File: src/rtl/spi_master_ctrl_if.sv
// Request/response and SPI wire signals of spi_master_ctrl, grouped with
// controller-side (master) and environment-side (slave) modports.
interface spi_master_ctrl_if;
    logic [7:0] tx_data;
    logic       tx_last;
    logic       tx_valid;
    logic       tx_ready;
    logic [7:0] rx_data;
    logic       rx_valid;
    logic       busy;
    logic       sclk;
    logic       mosi;
    logic       miso;
    logic       cs_n;

    modport master (
        input  tx_data, tx_last, tx_valid, miso,
        output tx_ready, rx_data, rx_valid, busy, sclk, mosi, cs_n
    );

    modport slave (
        output tx_data, tx_last, tx_valid, miso,
        input  tx_ready, rx_data, rx_valid, busy, sclk, mosi, cs_n
    );
endinterface

File: src/rtl/spi_master_ctrl.sv
// Mode-3 single-chip-select SPI master, one byte per request, CS_N held until a last byte.
// Optional build macro SPI_MASTER_CTRL_MSB_FIRST_EN selects MSB-first bit order (default LSB-first).
module spi_master_ctrl #(
    parameter int CLK_DIV = 5
) (
    input  logic              clk_i,
    input  logic              rst_i,
    spi_master_ctrl_if.master bus
);
    localparam int               DIV_W    = $clog2(CLK_DIV + 1);
    localparam logic [DIV_W-1:0] DIV_LAST = DIV_W'(CLK_DIV - 1);

    typedef enum logic [1:0] {IDLE, HIGH, LOW, DONE} state_t;

    state_t           state;
    logic [DIV_W-1:0] div_cnt;
    logic [2:0]       bit_cnt;
    logic [7:0]       tx_byte;
    logic [7:0]       rx_shift;
    logic [7:0]       rx_next;
    logic             last_q;
    logic             accept;
    logic             div_end;

    // Wire position of the n-th transferred bit within a byte.
    function automatic logic [2:0] bit_idx(input logic [2:0] n);
`ifdef SPI_MASTER_CTRL_MSB_FIRST_EN
        return 3'd7 - n;
`else
        return n;
`endif
    endfunction

    assign accept  = (state == IDLE) && bus.tx_valid && bus.tx_ready;
    assign div_end = (div_cnt == DIV_LAST);

    always_comb begin
        rx_next                   = rx_shift;
        rx_next[bit_idx(bit_cnt)] = bus.miso;
    end

    // Payload registers carry no reset; they are only read after an accept.
    always_ff @(posedge clk_i) begin
        if (accept) begin
            tx_byte <= bus.tx_data;
            last_q  <= bus.tx_last;
        end
        if (state == LOW && div_end) begin
            rx_shift <= rx_next;
        end
    end

    always_ff @(posedge clk_i or posedge rst_i) begin
        if (rst_i) begin
            state        <= IDLE;
            div_cnt      <= '0;
            bit_cnt      <= '0;
            bus.sclk     <= 1'b1;
            bus.mosi     <= 1'b0;
            bus.cs_n     <= 1'b1;
            bus.tx_ready <= 1'b1;
            bus.rx_valid <= 1'b0;
            bus.rx_data  <= '0;
            bus.busy     <= 1'b0;
        end else begin
            bus.rx_valid <= 1'b0;
            case (state)
                IDLE: begin
                    if (accept) begin
                        bus.cs_n     <= 1'b0;
                        bus.mosi     <= bus.tx_data[bit_idx(3'd0)];
                        bus.tx_ready <= 1'b0;
                        bus.busy     <= 1'b1;
                        bit_cnt      <= '0;
                        div_cnt      <= '0;
                        state        <= HIGH;
                    end
                end
                HIGH: begin
                    if (div_end) begin
                        div_cnt  <= '0;
                        bus.sclk <= 1'b0;
                        state    <= LOW;
                    end else begin
                        div_cnt <= div_cnt + 1'b1;
                    end
                end
                LOW: begin
                    if (div_end) begin
                        div_cnt  <= '0;
                        bus.sclk <= 1'b1;
                        if (bit_cnt == 3'd7) begin
                            bus.rx_data  <= rx_next;
                            bus.rx_valid <= 1'b1;
                            state        <= DONE;
                        end else begin
                            bit_cnt  <= bit_cnt + 3'd1;
                            bus.mosi <= tx_byte[bit_idx(bit_cnt + 3'd1)];
                            state    <= HIGH;
                        end
                    end else begin
                        div_cnt <= div_cnt + 1'b1;
                    end
                end
                DONE: begin
                    // A byte without the last flag keeps the slave selected.
                    bus.cs_n     <= last_q;
                    bus.mosi     <= 1'b0;
                    bus.tx_ready <= 1'b1;
                    bus.busy     <= 1'b0;
                    state        <= IDLE;
                end
                default: state <= IDLE;
            endcase
        end
    end
endmodule
File: src/flat_wrapper.sv
// flat-port wrapper written by rule: the top's interface ports become plain ports
module spi_master_ctrl_flat 
#(
    parameter int CLK_DIV = 5
)
  (clk_i, rst_i, bus_tx_data, bus_tx_last, bus_tx_valid, bus_miso, bus_tx_ready, bus_rx_data, bus_rx_valid, bus_busy, bus_sclk, bus_mosi, bus_cs_n);
  spi_master_ctrl_if bus_i ();
  input  logic clk_i;
  input  logic rst_i;
  input wire logic [$bits(bus_i.tx_data)-1:0] bus_tx_data;
  input wire logic [$bits(bus_i.tx_last)-1:0] bus_tx_last;
  input wire logic [$bits(bus_i.tx_valid)-1:0] bus_tx_valid;
  input wire logic [$bits(bus_i.miso)-1:0] bus_miso;
  output wire logic [$bits(bus_i.tx_ready)-1:0] bus_tx_ready;
  output wire logic [$bits(bus_i.rx_data)-1:0] bus_rx_data;
  output wire logic [$bits(bus_i.rx_valid)-1:0] bus_rx_valid;
  output wire logic [$bits(bus_i.busy)-1:0] bus_busy;
  output wire logic [$bits(bus_i.sclk)-1:0] bus_sclk;
  output wire logic [$bits(bus_i.mosi)-1:0] bus_mosi;
  output wire logic [$bits(bus_i.cs_n)-1:0] bus_cs_n;
  assign bus_i.tx_data = bus_tx_data;
  assign bus_i.tx_last = bus_tx_last;
  assign bus_i.tx_valid = bus_tx_valid;
  assign bus_i.miso = bus_miso;
  assign bus_tx_ready = bus_i.tx_ready;
  assign bus_rx_data = bus_i.rx_data;
  assign bus_rx_valid = bus_i.rx_valid;
  assign bus_busy = bus_i.busy;
  assign bus_sclk = bus_i.sclk;
  assign bus_mosi = bus_i.mosi;
  assign bus_cs_n = bus_i.cs_n;
  spi_master_ctrl #(.CLK_DIV(CLK_DIV)) u_core (.clk_i(clk_i), .rst_i(rst_i), .bus(bus_i));
endmodule
File: config.mk
export PLATFORM = sky130hd
export DESIGN_NAME = spi_master_ctrl_flat
export DESIGN_NICKNAME = d
export VERILOG_FILES = /design/src/rtl/spi_master_ctrl_if.sv /design/src/rtl/spi_master_ctrl.sv /design/src/flat_wrapper.sv
export SDC_FILE = /design/constraint.sdc
export NUM_CORES = 1
export LEC_CHECK = 0
export CAP_MARGIN = 5
export CORE_ASPECT_RATIO = 2
export CORE_MARGIN = 8
export CORE_UTILIZATION = 50
export CTS_CLUSTER_SIZE = 30
export DETAILED_ROUTE_END_ITERATION = 10
export DONT_BUFFER_PORTS = 1
export PLACE_DENSITY = 0.68
export SYNTH_ARGS = -nofsm -noshare
export SYNTH_HDL_FRONTEND = slang
export SYNTH_SLANG_ARGS = --single-unit
File: constraint.sdc
create_clock -name clk_i -period 1.65 [get_ports clk_i]
set_input_delay 0.495 -clock clk_i [delete_from_list [all_inputs] [get_ports clk_i]]
set_output_delay 0.495 -clock clk_i [all_outputs]
set_load 0.03 [all_outputs]
# Word level (Yosys, flattened, before mapping)
# Cells that the tools add are included.
[word_totals]
ff_bits = 39
in_bits = 13
out_inout_bits = 14
elab_cells = 76
[op_classes]
addsub = 2
n_lt_le_gt_ge = 3
eq_ne = 9
mux = 31
n_reduce_logical = 18
[ops]
columns = ["cell", "count"]
rows = [
  ["two-way mux 1 bit", 12],
  ["two-way mux 3 bit", 4],
  ["one-hot mux 3 bit (2 select lines)", 2],
  ["AND reduction 3 bit", 3],
  ["bitwise mux 8 bit", 1],
  ["less-than comparator 3 x 4 -> 1 bit (second input constant)", 2],
  ["two-way mux 2 bit", 4],
  ["one-hot mux 1 bit (2 select lines)", 4],
  ["one-hot mux 2 bit (4 select lines)", 1],
  ["AND reduction 4 bit", 2],
  ["nonzero test 2 bit", 4],
  ["adder 3 x 1 -> 3 bit (second input constant)", 2],
  ["equality test 3 bit (second input constant)", 2],
  ["!= test 2 x 1 -> 1 bit (second input constant)", 3],
  ["equality test 2 bit (second input constant)", 2],
  ["logical AND 1 bit", 4],
  ["AND reduction 2 bit", 2],
  ["binary-select mux 1 bit (select 3 bit)", 1],
  ["demux 1 bit (select 3 bit)", 1],
  ["greater-or-equal comparator 3 x 1 -> 1 bit (second input constant)", 1],
  ["one-hot mux 1 bit (3 select lines)", 1],
  ["nonzero test 3 bit", 1],
  ["equality test 2 x 1 -> 1 bit (second input constant)", 1],
  ["zero test 2 bit", 1],
  ["other kinds (2)", 2],
]

# Depth between registers and ports, before layout
[depth]
depth_word = 6
ltp_mapped = 7
depth_no_buf = 6

# Worst setup path after synthesis
# No wires, ideal clock.
[synth_timing]
path_kind = "register to register"
startpoint = "register u_core.state[0]"
endpoint = "register u_core.bit_cnt[0]"
setup_time_ns = 0.125
arrival_ns = 1.544
t_required_ns = 1.525
setup_slack_ns = -0.018
stages_incl_launch_ff = 7
path_buffers = 1
period_less_slack_ns = 1.668
cell_sequence = "dfrtp_1 > inv_1 > ha_1 > and3_1 > buf_2 > o21ai_0 > mux2_2"
[synth_via]
elab_chain_len = 5
elab_cells_between_ends = 10
classes_between = "eq/ne (4); mux (1); reduce/logical (5)"
[synth_rtl]
columns = ["item", "line", "text"]
rows = [
  ["from (decl)", "spi_master_ctrl.sv:15", "state_t state;"],
  ["from (signal assigned)", "spi_master_ctrl.sv:55", "state <= IDLE;"],
  ["from (signal assigned)", "spi_master_ctrl.sv:76", "state <= HIGH;"],
  ["from (signal assigned)", "spi_master_ctrl.sv:83", "state <= LOW;"],
  ["zero test 2 bit", "spi_master_ctrl.sv:34", "assign accept = (state == IDLE) && bus.tx_valid && bus.tx_ready;"],
  ["logical AND 1 bit (2 in series)", "spi_master_ctrl.sv:34", ""],
  ["net u_core.accept", "spi_master_ctrl.sv:22", "logic accept;"],
  ["!= test 2 x 1 -> 1 bit (no line)", "-", ""],
  ["AND reduction 4 bit (no line)", "-", ""],
  ["to (signal assigned)", "spi_master_ctrl.sv:97", "bit_cnt <= bit_cnt + 3'd1;"],
  ["to (decl)", "spi_master_ctrl.sv:17", "logic [2:0] bit_cnt;"],
]
# The timed path passes the listed nets, and every way through them passes these cells.
# A chain may end at the register's enable or synchronous reset.

# Final worst setup path
[layout_timing]
startpoint = "register u_core.bit_cnt[0]"
endpoint = "register u_core.bus.mosi"
[layout_via]
elab_chain_len = 6
elab_cells_between_ends = 9
classes_between = "add/sub (1); eq/ne (2); mux (5); reduce/logical (1)"
[layout_rtl]
columns = ["item", "line", "text"]
rows = [
  ["adder 3 x 1 -> 3 bit", "spi_master_ctrl.sv:98", "bus.mosi <= tx_byte[bit_idx(bit_cnt + 3'd1)];"],
  ["binary-select mux 1 bit (select 3 bit)", "spi_master_ctrl.sv:98", ""],
  ["two-way mux 1 bit (not written as such)", "spi_master_ctrl.sv:98", ""],
  ["two-way mux 1 bit", "spi_master_ctrl.sv:92", "if (bit_cnt == 3'd7) begin"],
  ["two-way mux 1 bit", "spi_master_ctrl.sv:89", "if (div_end) begin"],
  ["one-hot mux 1 bit (3 select lines)", "spi_master_ctrl.sv:67", "case (state)"],
  ["to (signal assigned)", "spi_master_ctrl.sv:71", "bus.mosi <= bus.tx_data[bit_idx(3'd0)];"],
  ["to (signal assigned)", "spi_master_ctrl.sv:98", ""],
  ["to (decl)", "spi_master_ctrl_if.sv:18", "output tx_ready, rx_data, rx_valid, busy, sclk, mosi, cs_n"],
]
# Several ways; a longest one is shown, not always the timed one. The select of a mux whose other input is x is not followed.

==> impl_metrics.env <==
export IMPL_synth_async_reset_ratio_pct=56.4
export IMPL_hold_path_class="in2async"
export IMPL_port_buffers=0
export IMPL_maxCapViolCount=0
export IMPL_maxSlewViolCount=0
export IMPL_routed_wl_um=3800
export IMPL_grt_antenna_before_repair=0
export IMPL_p_leak_uw=0.000856
export IMPL_h_tree_depth=2
export IMPL_min_period_ps=1580
export IMPL_startpoint_type="flip-flop"
export IMPL_antenna_cells=0
export IMPL_status="completed"
export IMPL_layout_cells_non_filler=229
export IMPL_vias=1241
export IMPL_startpoint="u_core.bit_cnt[0]$_DFFE_PP0P_"
export IMPL_crit_slowest_cell="dfrtp_1"
export IMPL_hold_viol_final=0
export IMPL_synthCells=158
export IMPL_design_core_area_um2=3570
export IMPL_yosys_warnings=0
export IMPL_wl_per_cell_um=16.6
export IMPL_powerDensity_nw_per_um2=763
export IMPL_p_seq_share_pct=61.3
export IMPL_final_setup_viol_count=0
export IMPL_root_buffer="clkbuf_8"
export IMPL_drtPass1Iterations=4
export IMPL_swShare_pct=20.6
export IMPL_finalSetupTns_ps=0
export IMPL_num_rows=31
export IMPL_netlist_area_um2=1840
export IMPL_synth_ff_type="dfrtp_1"
export IMPL_slew_headroom_pct=77.9
export IMPL_syn2layout_area_growth_pct=17.3
export IMPL_crit_fanout=4
export IMPL_max_vdd_ir_drop_mv=0.578
export IMPL_routed_via_density=5.42
export IMPL_die_width_um=58.9
export IMPL_critical_path_max_stage_delay_ps=400
export IMPL_grt_total_usage_pct=13.8
export IMPL_antenna_left=0
export IMPL_initial_core_util_pct=51.6
export IMPL_internal_power_uw=1310
export IMPL_fin_skew_ps=7.61
export IMPL_comb_power_share_pct=0.9
export IMPL_overflow=0
export IMPL_final_common_cell="nand2_1"
export IMPL_cts_tree="done"
export IMPL_synth_seq_cells=39
export IMPL_arrival_ps=1750
export IMPL_cts_buffer_depth=2
export IMPL_mostFrequentLayoutCells="29 x nand2_1, 20 x buf_4, 19 x dfrtp_1"
export IMPL_final_nets=201
export IMPL_drt_initial_drc_count=14
export IMPL_cp_required_ps=1820
export IMPL_r2r_start="u_core.bit_cnt[0]$_DFFE_PP0P_"
export IMPL_avgSynthCellArea_um2=11.7
export IMPL_crit_buf_inv=0
export IMPL_ioPinCount=27
export IMPL_clkPwrFrac_pct=37.8
export IMPL_route_detailed_drc=0
export IMPL_clock_fmax_mhz=635
export IMPL_cts_made_buffers=5
export IMPL_critical_path_class="reg2reg"
export IMPL_synth_cell_types=36
export IMPL_syn_nets=180
export IMPL_period_share_pct=95.5
export IMPL_crit_chain="ha_2 -> ha_4 -> mux4_2 -> nor2_1 -> nand4b_1 -> a31oi_1"
export IMPL_clk_latency_ps=290
export IMPL_crit_family="adder cells"
export IMPL_grt_max_degree=23
export IMPL_grt_pass1_vias=1358
export IMPL_ys_seq_area_share_pct=57.8
export IMPL_dpl_hpwl_um=2940
export IMPL_cts_sinks=39
export IMPL_end_kind="flip-flop"
export IMPL_synth_edf_count=17
export IMPL_switching_power_uw=340
export IMPL_worstMarginPinSlew_ps=332
export IMPL_grt_pass1_wl_um=6340
export IMPL_drive_above_1_share_pct=32.2
export IMPL_dieArea_um2=6000
export IMPL_rsz0062_at_grt="yes"
export IMPL_globalplace_congestion=0.845
export IMPL_place_inst=219
export IMPL_clk_pin_slew_ps=80
export IMPL_die_y_um=102
-- flip-flops by register name (all words and copies together) (netlist names) --
| signal | cells |
|---|---|
| u_core.bus.mosi | 1 |
| u_core.tx_byte | 8 |
| u_core.bus.rx_valid | 1 |
| u_core.bit_cnt | 3 |
| u_core.bus.cs_n | 1 |
| u_core.bus.rx_data | 8 |
| u_core.state | 2 |
| u_core.div_cnt | 3 |
| u_core.bus.sclk | 1 |
| u_core.bus.tx_ready | 1 |
| u_core.last_q | 1 |
| u_core.bus.busy | 1 |
| u_core.rx_shift | 8 |
-- path summary, 6_finish.rpt --
path	to	slack, ps	cells after the start
setup / recovery	u_core.bus.mosi$_DFFE_PP0P_	70	6
hold / removal	u_core.bus.rx_data[4]$_DFFE_PP0P_	130	2
setup reg to reg	u_core.bus.mosi$_DFFE_PP0P_	70	6
hold reg to reg	u_core.bus.cs_n$_DFFE_PP1P_	530	1
max in group asynchronous	u_core.bus.cs_n$_DFFE_PP1P_	1230	2
min in group clk_i	u_core.last_q$_DFFE_PP_	300	0
-- synthesized netlist by cell type (5+ instances only) --
cell type / count / share of area, %
edfxtp_1: 17 / 28
dfrtp_1: 19 / 26
buf_2: 5 / 1.4
nand3_1: 5 / 1.4
a21oi_1: 5 / 1.4
ha_1: 9 / 6.1
nor2_1: 5 / 1.0
mux2_2: 9 / 5.5
nand2_1: 29 / 5.9
inv_1: 9 / 1.8
o21ai_0: 7 / 1.9
nand3b_1: 5 / 2.0
-- per-layer routing --
| metal | vias to the layer above | wire (µm) | global-route usage [%] | share of wire, % |
|---|---|---|---|---|
| li1 | 593 | - | - | - |
| met1 | 616 | 1350 | 12.7 | 35 |
| met2 | 25 | 2200 | 26.9 | 58 |
| met3 | 7 | 189 | 3.66 | 5.0 |
| met4 | 0 | 65 | 5.57 | 1.7 |
| met5 | - | 0 | 0 | 0 |
-- power by group through the flow --
stage	registers, µW	clock network, µW	logic (µW)
after global placement	1030	0	16.0
final	1010	623	15.6
after detailed placement	1030	0	16.3
after floorplan	1030	0	10.5
after global routing	1010	689	19.0
after CTS	1010	647	16.5
-- kinds of logic after synthesis --
logic type / share of synthesized area (%)
buffers and inverters: 3.80
AOI/OAI and AO/OA: 8.02
muxes: 8.42
and+or+nand+nor: 15.8
adders and majority gates: 6.11
DFF: 57.8
-- per-stage QoR --
| step | hold WS [ps] | utilization [%] | total power [µW] | area, µm² | setup slack (ps) |
|---|---|---|---|---|---|
| 2_1_floorplan | 480 | - | 1040 | 1840 | 16.9 |
| 3_3_place_gp | 442 | 56.3 | 1050 | 2010 | -21.3 |
| 3_5_place_dp | 449 | 56.3 | 1050 | 2010 | -93.2 |
| 4_1_cts | 134 | 59.2 | 1670 | 2110 | 4.98 |
| 5_1_grt | 156 | 60.5 | 1720 | 2160 | -27.6 |
| 6_report | 135 | 60.5 | 1650 | 2160 | 74.1 |
-- repair_timing --
item,CTS,global route
setup endpoints to repair,7,19
hold buffers,0,0
setup buffers,0,2
gates resized for setup,5,10
pin swaps,0,2
-- final cells by class --
cell class                      count  area (µm²)
Fill cell                         313        1410
Sequential cell                    39        1060
Multi-Input combinational cell    103         761
Timing Repair Buffer               20         150
Clock buffer                        6        72.6
Tap cell                           49        61.3
Inverter                           10        37.5
Clock inverter                      2        12.5
Note: power is estimated with default switching activity, not from simulation.
